File: src/rtl/pong_game_ctrl_if.sv
// Pong game-controller bus.
// Groups the signals that pass between the game sequencer and its neighbours:
//   pixel_x, pixel_y  10  pixel counters from vga_sync
//   btn               2   paddle buttons (level, active-high)
//   hit, miss         1   1-clk pulses from the graphics unit
//   frame_tick        1   1-clk pulse once per frame
//   graph_still       1   hold the ball stationary and centred
//   ball_serve        1   1-clk pulse: reload ball position/velocity
//   game_state        2   00 NEWGAME, 01 PLAY, 10 NEWBALL, 11 OVER
//   dig1, dig0        4   score in BCD (tens, ones)
//   lives_left        2   balls remaining
// Modports:
//   master - the game sequencer (drives the status/control outputs)
//   slave  - the surrounding sync/graphics/text units
interface pong_game_ctrl_if;
    logic [9:0] pixel_x;
    logic [9:0] pixel_y;
    logic [1:0] btn;
    logic       hit;
    logic       miss;
    logic       frame_tick;
    logic       graph_still;
    logic       ball_serve;
    logic [1:0] game_state;
    logic [3:0] dig1;
    logic [3:0] dig0;
    logic [1:0] lives_left;

    modport master (
        input  pixel_x, pixel_y, btn, hit, miss,
        output frame_tick, graph_still, ball_serve, game_state, dig1, dig0, lives_left
    );

    modport slave (
        output pixel_x, pixel_y, btn, hit, miss,
        input  frame_tick, graph_still, ball_serve, game_state, dig1, dig0, lives_left
    );
endinterface

File: src/rtl/pong_game_ctrl.sv
// Pong game sequencer.
// Derives a once-per-frame tick from the vga_sync pixel counters, runs the
// NEWGAME/PLAY/NEWBALL/OVER game FSM, keeps a two-digit BCD score and the
// remaining ball count, and tells the graphics unit when to freeze and when
// to re-serve the ball.
// Ports:
//   clk    in  system clock
//   reset  in  asynchronous, active-high reset
//   bus    pong_game_ctrl_if.master (pixel counters, buttons, hit/miss in;
//          frame_tick, graph_still, ball_serve, game_state, score, lives out)
// The FSM state is visible directly on bus.game_state.
module pong_game_ctrl #(
    parameter int LIVES       = 3,    // 1..3
    parameter int WAIT_FRAMES = 120,  // 1..255
    parameter int TICK_Y      = 481
) (
    input  logic             clk,
    input  logic             reset,
    pong_game_ctrl_if.master bus
);
    typedef enum logic [1:0] {
        S_NEWGAME = 2'b00,
        S_PLAY    = 2'b01,
        S_NEWBALL = 2'b10,
        S_OVER    = 2'b11
    } state_t;

    localparam logic [1:0] LIVES_INIT = 2'(LIVES);
    localparam logic [7:0] WAIT_INIT  = 8'(WAIT_FRAMES);
    localparam logic [9:0] TICK_ROW   = 10'(TICK_Y);

    state_t     state, state_n;
    logic [3:0] dig1, dig0, dig1_n, dig0_n;
    logic [1:0] lives, lives_n;
    logic [7:0] timer, timer_n;
    logic       match, match_d, frame_tick;
    logic [1:0] btn_d;
    logic       btn_rise, timer_up;
    logic       graph_still, ball_serve;

    // The pixel counters dwell on (0,TICK_Y) for several clocks, so only the
    // first clock of the match produces a tick.
    assign match    = (bus.pixel_x == 10'd0) && (bus.pixel_y == TICK_ROW);
    assign btn_rise = |(bus.btn & ~btn_d);
    assign timer_up = (timer == 8'd0);

    // btn_d comes out of reset as "already pressed": a button that is held
    // through reset release must be let go and pressed again to count.
    always_ff @(posedge clk or posedge reset) begin
        if (reset) begin
            match_d    <= 1'b0;
            frame_tick <= 1'b0;
            btn_d      <= 2'b11;
        end else begin
            match_d    <= match;
            frame_tick <= match & ~match_d;
            btn_d      <= bus.btn;
        end
    end

    always_comb begin
        state_n = state;
        dig1_n  = dig1;
        dig0_n  = dig0;
        lives_n = lives;
        timer_n = timer;
        if (frame_tick && !timer_up)
            timer_n = timer - 8'd1;
        case (state)
            S_NEWGAME: begin
                if (btn_rise)
                    state_n = S_PLAY;
            end
            S_PLAY: begin
                // A miss takes priority; a coincident hit is dropped.
                if (bus.miss) begin
                    lives_n = lives - 2'd1;
                    timer_n = WAIT_INIT;
                    state_n = (lives == 2'd1) ? S_OVER : S_NEWBALL;
                end else if (bus.hit) begin
                    if (dig0 == 4'd9) begin
                        dig0_n = 4'd0;
                        dig1_n = (dig1 == 4'd9) ? 4'd0 : dig1 + 4'd1;
                    end else begin
                        dig0_n = dig0 + 4'd1;
                    end
                end
            end
            S_NEWBALL: begin
                if (timer_up && btn_rise)
                    state_n = S_PLAY;
            end
            S_OVER: begin
                if (timer_up) begin
                    state_n = S_NEWGAME;
                    dig1_n  = 4'd0;
                    dig0_n  = 4'd0;
                    lives_n = LIVES_INIT;
                end
            end
            default: state_n = S_NEWGAME;
        endcase
    end

    always_ff @(posedge clk or posedge reset) begin
        if (reset) begin
            state       <= S_NEWGAME;
            dig1        <= 4'd0;
            dig0        <= 4'd0;
            lives       <= LIVES_INIT;
            timer       <= 8'd0;
            graph_still <= 1'b1;
            ball_serve  <= 1'b0;
        end else begin
            state       <= state_n;
            dig1        <= dig1_n;
            dig0        <= dig0_n;
            lives       <= lives_n;
            timer       <= timer_n;
            graph_still <= (state_n != S_PLAY);
            ball_serve  <= (state_n == S_PLAY) && (state != S_PLAY);
        end
    end

    assign bus.frame_tick  = frame_tick;
    assign bus.graph_still = graph_still;
    assign bus.ball_serve  = ball_serve;
    assign bus.game_state  = state;
    assign bus.dig1        = dig1;
    assign bus.dig0        = dig0;
    assign bus.lives_left  = lives;
endmodule

File: src/flat_wrapper.sv
// flat-port wrapper written by rule: the top's interface ports become plain ports
module pong_game_ctrl_flat 
#(
    parameter int LIVES       = 3,           
    parameter int WAIT_FRAMES = 120,           
    parameter int TICK_Y      = 481
)
  (clk, reset, bus_pixel_x, bus_pixel_y, bus_btn, bus_hit, bus_miss, bus_frame_tick, bus_graph_still, bus_ball_serve, bus_game_state, bus_dig1, bus_dig0, bus_lives_left);
  pong_game_ctrl_if bus_i ();
  input  logic clk;
  input  logic reset;
  input wire logic [$bits(bus_i.pixel_x)-1:0] bus_pixel_x;
  input wire logic [$bits(bus_i.pixel_y)-1:0] bus_pixel_y;
  input wire logic [$bits(bus_i.btn)-1:0] bus_btn;
  input wire logic [$bits(bus_i.hit)-1:0] bus_hit;
  input wire logic [$bits(bus_i.miss)-1:0] bus_miss;
  output wire logic [$bits(bus_i.frame_tick)-1:0] bus_frame_tick;
  output wire logic [$bits(bus_i.graph_still)-1:0] bus_graph_still;
  output wire logic [$bits(bus_i.ball_serve)-1:0] bus_ball_serve;
  output wire logic [$bits(bus_i.game_state)-1:0] bus_game_state;
  output wire logic [$bits(bus_i.dig1)-1:0] bus_dig1;
  output wire logic [$bits(bus_i.dig0)-1:0] bus_dig0;
  output wire logic [$bits(bus_i.lives_left)-1:0] bus_lives_left;
  assign bus_i.pixel_x = bus_pixel_x;
  assign bus_i.pixel_y = bus_pixel_y;
  assign bus_i.btn = bus_btn;
  assign bus_i.hit = bus_hit;
  assign bus_i.miss = bus_miss;
  assign bus_frame_tick = bus_i.frame_tick;
  assign bus_graph_still = bus_i.graph_still;
  assign bus_ball_serve = bus_i.ball_serve;
  assign bus_game_state = bus_i.game_state;
  assign bus_dig1 = bus_i.dig1;
  assign bus_dig0 = bus_i.dig0;
  assign bus_lives_left = bus_i.lives_left;
  pong_game_ctrl #(.LIVES(LIVES), .WAIT_FRAMES(WAIT_FRAMES), .TICK_Y(TICK_Y)) u_core (.clk(clk), .reset(reset), .bus(bus_i));
endmodule
File: config.mk
export PLATFORM = sky130hd
export DESIGN_NAME = pong_game_ctrl_flat
export DESIGN_NICKNAME = d
export VERILOG_FILES = /design/src/rtl/pong_game_ctrl_if.sv /design/src/rtl/pong_game_ctrl.sv /design/src/flat_wrapper.sv
export SDC_FILE = /design/constraint.sdc
export NUM_CORES = 1
export LEC_CHECK = 0
export BUFFER_PORTS_ARGS = -buffer_cell sky130_fd_sc_hd__buf_4
export CAP_MARGIN = 40
export CORE_MARGIN = 8
export CORE_UTILIZATION = 41
export CTS_BUF_LIST = sky130_fd_sc_hd__clkbuf_16
export DETAILED_ROUTE_END_ITERATION = 8
export PLACE_DENSITY = 0.7
export SETUP_SLACK_MARGIN = 0.1
export SLEW_MARGIN = 10
export SYNTH_ARGS = -nofsm -noshare
export SYNTH_HDL_FRONTEND = slang
export SYNTH_SLANG_ARGS = --single-unit
File: constraint.sdc
create_clock -name clk -period 2.55 [get_ports clk]
set_input_delay 0.255 -clock clk [delete_from_list [all_inputs] [get_ports clk]]
set_output_delay 0.255 -clock clk [all_outputs]
set_load 0.05 [all_outputs]
==> out/qor.txt, run 1 <==
outcome: completed
pre-CTS WS: 0.587 ns
post-route ant nets: 0
Arr. time, crit path: 2.11 ns
fin util: 0.560
WHS: 0.0354 ns
Max H-tree Level: 1
TNS Setup: 0 ns
worst hold path class: primary input to async pin
# IOs: 41
Setup violations, final: 0
dpl cells: 229
most frequent cell after synthesis: dfrtp_1
Final #Nets: 221
Core ar.: 3310 sq um
Ys Warns: 0
final hold viol count: 0
Crit Path Class: register to register
overall routing resource usage: 0.133
clock sink count: 26
WL/cell: 14.5 um
Top FF cell, synth: dfrtp_1
Max Slew Vio Count: 0
Slew @ Worst Pin: 0.538 ns
register area: 657 sq um
area grow syn2layout: 32.1%
Period minus WS final: 1.96 ns
leak pwr: 0.829 nW
RSZ-0062 raised after global routing: no
sequential area share after synthesis: 0.468
fillcell total: 325
Non-Filler Instances: 233
Avg Cell Area, Syn: 9.81 sq um
Post-synth EDFFs: 0
largest net degree at the start of global routing: 15
WL final: 3.37 mm
setup bufs post-CTS: 0
P per Cell Area: 801 nW/um^2
final worst-path cycle share: 0.770
crit path capture type: register
area leader, netlist: dfrtp_1
R2R Path Start: u_core.timer[0]
clock buffer depth: 2
DR iter-0 viols: 54
Placed Area: 1770 sq um
WP data required: 2.70 ns
global-route wire length before repair: 5.87 mm
clock tree root buffer cell: clkbuf_16
area of the multi-input gates: 688 sq um
maximum VDD drop: 0.367 mV
Peak Freq: 509 MHz
vias after detailed routing: 1237
Gate Count Post-Synth: 143
vias in the first global route: 1328
# diodes: 0
Async S/R FF share, synth: 1.00
top fanout value on the critical path: 5
R2R Path End: u_core.bus.dig1[3]
Post-synth top cells: dfrtp_1 (21), nand2_1 (14), inv_1 (13), o21ai_0 (9)
clock skew: 0.00719 ns
reg2reg path depth: 6
CP Capture Point: u_core.bus.dig1[3]
top-area cell type share of the netlist area: 0.375
Hold Buf Count CTS: 0
Synth cell types: 45
CP Launch Point: u_core.timer[0]
Max-slew headroom: 0.638
hpwl dp: 2.72 mm
antenna violations before repair: 0
dominant cells by area after synthesis: dfrtp_1 (37%), dfstp_2 (9.4%), ha_1 (6.2%), nand2_1 (3.7%), inv_1 (3.5%)
TritonCTS clock tree: built
CTS buffer count: 3
mean number of vias per cell: 5.31
CTS clk-pin slew, worst paths: 0.07 ns
drt pass-1 iters: 4
area of the mapped netlist: 1400 sq um
Initial Utilization: 0.424
layout cells sized above 1: 0.294
FP Rows: 21
overall power: 1.48 mW
gr ovfl total: 0
gp weighted congestion: 0.828
max-cap check violation count: 0
buffers added on ports: 40
worst-skew pair later-pin latency: 0.26 ns
DIE AREA: 5550 sq um
final instance area: 1850 sq um
startpoint types: register
PostCTS Resize Cnt: 0
# DRC: 0
die width: 74.5 um
R2R Setup Slk: 0.59 ns
PnR worst setup slack: 0.586 ns
die height: 74.5 um
FF+latch count, synth: 26
Syn Nets: 176
## cell type report
| class | instances | area share |
|---|---|---|
| multi-input cells | 102 | 0.371 |
| flip-flops and latches | 26 | 0.354 |
| repair buffers | 42 | 0.174 |
| clock buffers | 3 | 0.0405 |
| well taps | 46 | 0.0311 |
| inverters | 13 | 0.0263 |
| clock inverters | 1 | 0.00203 |
## worst min-delay path by stage
stage                          start                    end  slack, ns  depth (start not counted)
after floorplan           bus_btn[0]        u_core.btn_d[0]       0.26                          0
after global placement    bus_btn[0]        u_core.btn_d[0]       0.38                          1
after detailed placement       reset  u_core.bus.frame_tick       0.33                          2
after CTS                      reset     u_core.bus.dig0[0]       0.05                          2
after global routing           reset  u_core.bus.frame_tick       0.08                          2
final                          reset     u_core.bus.dig1[3]       0.04                          2
## power by group
group	internal [mW]	switching (mW)
combinational	0.190	0.340
sequential	0.497	0.107
clock	0.210	0.139
## layout by cell type (no fill, tap or decap), drive strengths merged, types with 2 or more instances in the layout
| cell | n |
|---|---|
| a211oi | 2 |
| a21boi | 2 |
| a21oi | 4 |
| a22o | 2 |
| and2 | 2 |
| buf | 42 |
| clkbuf | 3 |
| dfrtp | 21 |
| dfstp | 5 |
| ha | 7 |
| inv | 14 |
| nand2 | 14 |
| nand3 | 6 |
| nor2 | 7 |
| nor3 | 8 |
| nor3b | 3 |
| nor4 | 5 |
| nor4b | 2 |
| o211ai | 3 |
| o21ai | 9 |
| o31ai | 2 |
| or4 | 2 |
| xnor2 | 2 |
## worst max-delay path: stages (launching register included)
cell and delay [ns]:
dfrtp_1 0.38, inv_1 0.11, ha_1 0.19, or3b_2 0.52, nor3_4 0.21, nor2_1 0.10, a221o_1 0.35
## sequential cells by signal, indices dropped and copies added (netlist names)
signal,flops
u_core.bus.lives_left,2
u_core.timer,8
u_core.bus.frame_tick,1
u_core.bus.graph_still,1
u_core.bus.dig1,4
u_core.btn_d,2
u_core.bus.ball_serve,1
u_core.bus.game_state,2
u_core.match_d,1
u_core.bus.dig0,4
## cell families after synthesis
family          Yosys count  synth area share
compound gates           36             0.181
xor+xnor                  3            0.0187
buf+inv                  15            0.0410
simple gates             56             0.228
flops                    26             0.468
fa+ha+maj                 7            0.0624
## metal layers
layer | global-route usage | up-vias | part of all wire
li1 | - | 618 | -
met1 | 0.163 | 582 | 0.46
met2 | 0.214 | 33 | 0.46
met3 | 0.0364 | 4 | 0.059
met4 | 0.0543 | 0 | 0.016
met5 | 0 | - | 0
Power figures use the tool's default switching activity.
==> run 2, diff against run 1 <==
Clock period 2.55 ns to 2.01 ns, I/O delays scaled along.
==> run 2 against run 1 <==
Net effect: the run now ends with hold timing left; utilization increased by 1.0 points; hold slack got worse by 0.042 ns; largest cell class unchanged; largest power group unchanged; critical path type unchanged; global-route usage increased by 0.71 points.
==> out/qor.txt, run 2 (synthesis gave the netlist of run 1 again) <==
failing checks: hold timing
WL/cell: 14.9 um
Worst path depth: 7
CTS clk-pin slew, worst paths: 0.06 ns
WP data required: 2.14 ns
reg2reg path depth: 7
clock sink count: 26
Slew @ Worst Pin: 0.483 ns
commonest non-fill, non-tap cells in the layout: buf_4 (47), dfrtp_1 (21), nand2_1 (14)
# DRC: 0
Setup violations, final: 0
WL final: 3.55 mm
Arr. time, crit path: 1.95 ns
Internal Pwr Total: 1.15 mW
drt pass-1 iters: 4
Sw Share: 0.394
Max H-tree Level: 1
most common cell after layout, fill and taps aside: buf_4
Top delay family on crit path: compound AO/OA/AOI/OAI gates
Max Slew Vio Count: 0
Final #Nets: 226
Hold Buf Count CTS: 0
worst hold path class: primary input to async pin
final worst-path cycle share: 0.904
clock tree root buffer cell: clkbuf_16
Peak Freq: 550 MHz
die height: 74.5 um
antenna violations before repair: 0
CP Capture Point: u_core.timer[4]
CTS buffer count: 3
R2R Path Start: u_core.timer[1]
clock skew: 0.00257 ns
FP Rows: 21
gp weighted congestion: 0.750
# diodes: 0
buffers added on ports: 40
largest net degree at the start of global routing: 27
Slowest-stage cell, CP: a2111oi_0
mean number of vias per cell: 5.38
max incr delay on CP: 0.50 ns
worst-skew pair later-pin latency: 0.25 ns
vias in the first global route: 1350
vias after detailed routing: 1281
clock buffer depth: 2
overall routing resource usage: 0.140
post-route ant nets: 0
R2R Setup Slk: 0.19 ns
crit path capture type: register
largest registers: u_core.timer x8, u_core.bus.dig0 x4, u_core.bus.dig1 x4
DIE AREA: 5550 sq um
Period minus WS final: 1.82 ns
layout cells sized above 1: 0.318
crit path buf inv count: 2
fillcell total: 309
area of the multi-input gates: 692 sq um
Core ar.: 3310 sq um
Crit Path Class: register to register
# IOs: 41
overall power: 1.90 mW
Max-slew headroom: 0.670
RSZ-0062 raised after global routing: no
startpoint types: register
outcome: finished with violations
CP Cell Sequence: inv_1 > ha_1 > nor3b_1 > buf_4 > a2111oi_0 > xnor2_1 > nand2_1
Largest Register: u_core.timer
max FFs per register: 8
gr ovfl total: 0
global-route wire length before repair: 6.12 mm
TritonCTS clock tree: built
hpwl dp: 2.78 mm
R2R Path End: u_core.timer[4]
TNS Setup: 0 ns
Logic pwr share: 0.372
leak pwr: 0.848 nW
Initial Utilization: 0.424
CP Launch Point: u_core.timer[1]
P per Cell Area: 1010 nW/um^2
Seq pwr share: 0.398
max-cap check violation count: 0
WHS: -0.00706 ns
register area: 657 sq um
Clock Power Share: 0.230
top fanout value on the critical path: 5
maximum VDD drop: 0.547 mV
Net Switching: 751 uW
die width: 74.5 um
area grow syn2layout: 34.5%
final hold viol count: 6
DR iter-0 viols: 49
## run 2: worst min-delay path by stage
| stage | startpoint | end | slack [ns] | cells past startpoint |
|---|---|---|---|---|
| global placement | reset | u_core.bus.frame_tick | 0.28 | 3 |
| CTS | reset | u_core.bus.frame_tick | 0.008 | 3 |
| floorplan | bus_btn[0] | u_core.btn_d[0] | 0.21 | 0 |
| detailed placement | reset | u_core.bus.frame_tick | 0.28 | 3 |
| finish | reset | u_core.timer[3] | -0.007 | 3 |
| global route | reset | u_core.timer[3] | 0.02 | 3 |
## run 2: area by class of cell
class / count / share of cell area
clock buffer: 3 / 0.0398
clock inverter: 1 / 0.00199
inverter: 13 / 0.0259
multi-input combinational: 102 / 0.367
sequential: 26 / 0.348
tap: 46 / 0.0305
timing repair buffer: 47 / 0.187
## run 2: layer usage
layer,global-route usage,vias up,part of all wire
met2,0.227,43,0.48
met4,0.0457,0,0.010
li1,-,624,-
met3,0.0283,2,0.059
met1,0.181,612,0.45
met5,0,-,0
## run 2: repair_timing
item | 4_1_cts | 5_1_grt
resized for setup | 1 | 2
endpoints found under the setup margin | 2 | 4
setup buffers | 0 | 0
## run 2: power by group through the flow
stage          clock, mW  combinational, mW  sequential, mW
3_3_place_gp           0              0.688           0.759
4_1_cts            0.445              0.714           0.758
5_1_grt            0.472              0.767           0.779
3_5_place_dp           0              0.713           0.765
6_report           0.438              0.708           0.758
2_1_floorplan          0              0.267           0.954
## run 2: per-stage QoR
| step | worst slack (ns) | cell area, sq um | hold WS [ns] | cells | utilization |
|---|---|---|---|---|---|
| 5_1_grt | 0.104 | 1890 | 0.0246 | 238 | 0.570 |
| 3_5_place_dp | 0.101 | 1800 | 0.283 | 234 | 0.545 |
| 3_3_place_gp | 0.191 | 1800 | 0.279 | 234 | 0.545 |
| 2_1_floorplan | 0.145 | 1400 | 0.205 | 143 | - |
| 4_1_cts | 0.103 | 1880 | 0.00845 | 238 | 0.569 |
| 6_report | 0.193 | 1890 | -0.00706 | 238 | 0.570 |
## run 2: tightest hold or removal path: cells and delay by family
family	cells	cell delay, ns
buffers and inverters	3	0.45
==> run 3, diff against run 2 <==
Settings changed: CELL_PAD_IN_SITES_DETAIL_PLACEMENT set to 1, CELL_PAD_IN_SITES_GLOBAL_PLACEMENT set to 2, CORE_UTILIZATION 41 to 30, PLACE_DENSITY 0.7 to 0.81.
==> run 3 against run 2 <==
Net effect: the run now ends clean; cell area is 0.20% higher; routed wire length rose by 9.9%; flip-flop and latch count unchanged; global-route usage decreased by 2.6 points; via count up 1.6%; utilization shrank 16 points; fmax increased by 1.0%; setup slack improved by 0.018 ns; first-iteration DRC count is 12% lower; hold slack gained 0.015 ns; clock skew increased by 0.00079 ns; die area grew 28%.
==> out/qor.txt, run 3 (synthesis gave the netlist of run 1 again) <==
outcome: completed
PnR worst setup slack: 0.211 ns
clock sink count: 26
Slew @ Worst Pin: 0.452 ns
Sw Share: 0.402
global-route wire length before repair: 6.77 mm
DIE AREA: 7120 sq um
CP Cell Sequence: inv_1 > ha_1 > or3b_4 > nor3_4 > nor2_1 > a221o_1
layout cells sized above 1: 0.314
Crit Path Class: register to register
Largest Register: u_core.timer
R2R Path End: u_core.bus.dig1[3]
final worst-path cycle share: 0.895
# DRC: 0
Placed Area: 1810 sq um
# diodes: 0
TritonCTS clock tree: built
Internal Pwr Total: 1.14 mW
# IOs: 41
P per Cell Area: 1010 nW/um^2
fin util: 0.408
mean number of vias per cell: 5.31
DR iter-0 viols: 43
worst hold path class: primary input to async pin
Max-slew headroom: 0.698
max FFs per register: 8
FP Rows: 25
pre-CTS WS: 0.116 ns
post-route ant nets: 0
Core ar.: 4630 sq um
worst-skew pair later-pin latency: 0.26 ns
Clock Power Share: 0.234
RSZ-0062 raised after global routing: yes
crit path capture type: register
Period minus WS final: 1.80 ns
Net Switching: 767 uW
TNS Setup: 0 ns
Setup violations, final: 0
gp weighted congestion: 0.799
Peak Freq: 556 MHz
Arr. time, crit path: 1.94 ns
Initial Utilization: 0.303
final hold viol count: 0
overall routing resource usage: 0.114
die width: 84.4 um
largest net degree at the start of global routing: 27
buffers added on ports: 40
overall power: 1.91 mW
drt pass-1 iters: 4
WL/cell: 15.9 um
max incr delay on CP: 0.42 ns
WL final: 3.90 mm
maximum VDD drop: 0.429 mV
die height: 84.4 um
Seq pwr share: 0.406
Final #Nets: 225
Hold Buf Count CTS: 0
CTS buffer count: 3
WP data required: 2.15 ns
CTS clk-pin slew, worst paths: 0.07 ns
commonest non-fill, non-tap cells in the layout: buf_4 (46), dfrtp_1 (21), nand2_1 (14), inv_1 (14), o21ai_0 (8)
startpoint types: register
vias after detailed routing: 1302
most common cell after layout, fill and taps aside: buf_4
Max H-tree Level: 1
max-cap check violation count: 0
R2R Path Start: u_core.timer[0]
clock tree root buffer cell: clkbuf_16
Max Slew Vio Count: 0
reg2reg path depth: 6
top fanout value on the critical path: 4
hpwl dp: 3.10 mm
area grow syn2layout: 34.8%
clock buffer depth: 2
vias in the first global route: 1500
Logic pwr share: 0.360
Slowest-stage cell, CP: or3b_4
gr ovfl total: 0
largest registers: u_core.timer x8, u_core.bus.dig0 x4, u_core.bus.dig1 x4
antenna violations before repair: 0
R2R Setup Slk: 0.21 ns
leak pwr: 0.848 nW
clock skew: 0.00336 ns
final instance area: 1890 sq um
-- run 3: power by group through the flow --
stage | Clock [mW] | Sequential [mW] | Combinational, mW
2_1_floorplan | 0 | 0.954 | 0.267
3_3_place_gp | 0 | 0.772 | 0.673
3_5_place_dp | 0 | 0.783 | 0.696
4_1_cts | 0.457 | 0.773 | 0.699
5_1_grt | 0.481 | 0.791 | 0.747
6_report | 0.447 | 0.774 | 0.688
-- run 3: cell type report --
| type | count | area (sq um) |
|---|---|---|
| Multi-Input combinational cell | 102 | 693 |
| Clock inverter | 1 | 3.75 |
| Inverter | 13 | 48.8 |
| Timing Repair Buffer | 46 | 345 |
| Fill cell | 561 | 2740 |
| Clock buffer | 3 | 75.1 |
| Sequential cell | 26 | 657 |
| Tap cell | 54 | 67.6 |
-- run 3: critical path, delay by kind of cell (launching register included) --
kind,cells,cell delay (ns)
fa+ha+maj,1,0.20
buf+inv,1,0.11
compound gates,1,0.35
flops,1,0.38
simple gates,3,0.65
-- run 3: timing repair --
action	4_1_cts	5_1_grt
gates cloned	0	0
pin swaps	0	0
buffers inserted	0	0
resized for setup	1	3
endpoints found under the setup margin	1	4
-- run 3: through the flow --
step	hold WS (ns)	instances
final	0.00810	245
after detailed placement	0.298	241
after floorplan	0.205	143
after global placement	0.286	241
after CTS	0.0222	245
after global routing	0.0446	245
-- run 3: worst max-delay path by stage --
stage	from	endpoint	slack, ns	cells past startpoint
6_report	u_core.timer[0]	u_core.bus.dig1[3]	0.21	6
5_1_grt	u_core.timer[0]	u_core.timer[4]	0.08	7
4_1_cts	u_core.timer[0]	u_core.timer[4]	0.19	7
3_5_place_dp	u_core.timer[0]	u_core.bus.dig1[3]	0.12	6
3_3_place_gp	u_core.timer[0]	u_core.bus.dig1[3]	0.16	6
2_1_floorplan	u_core.bus.game_state[1]	u_core.bus.dig1[3]	0.14	5
-- run 3: metal layers --
layer / global-route usage / wire, um / vias to the layer above
li1: - / - / 622
met1: 0.127 / 1690 / 639
met2: 0.206 / 1940 / 37
met3: 0.0273 / 218 / 4
met4: 0.0388 / 51 / 0
met5: 0 / 0 / -
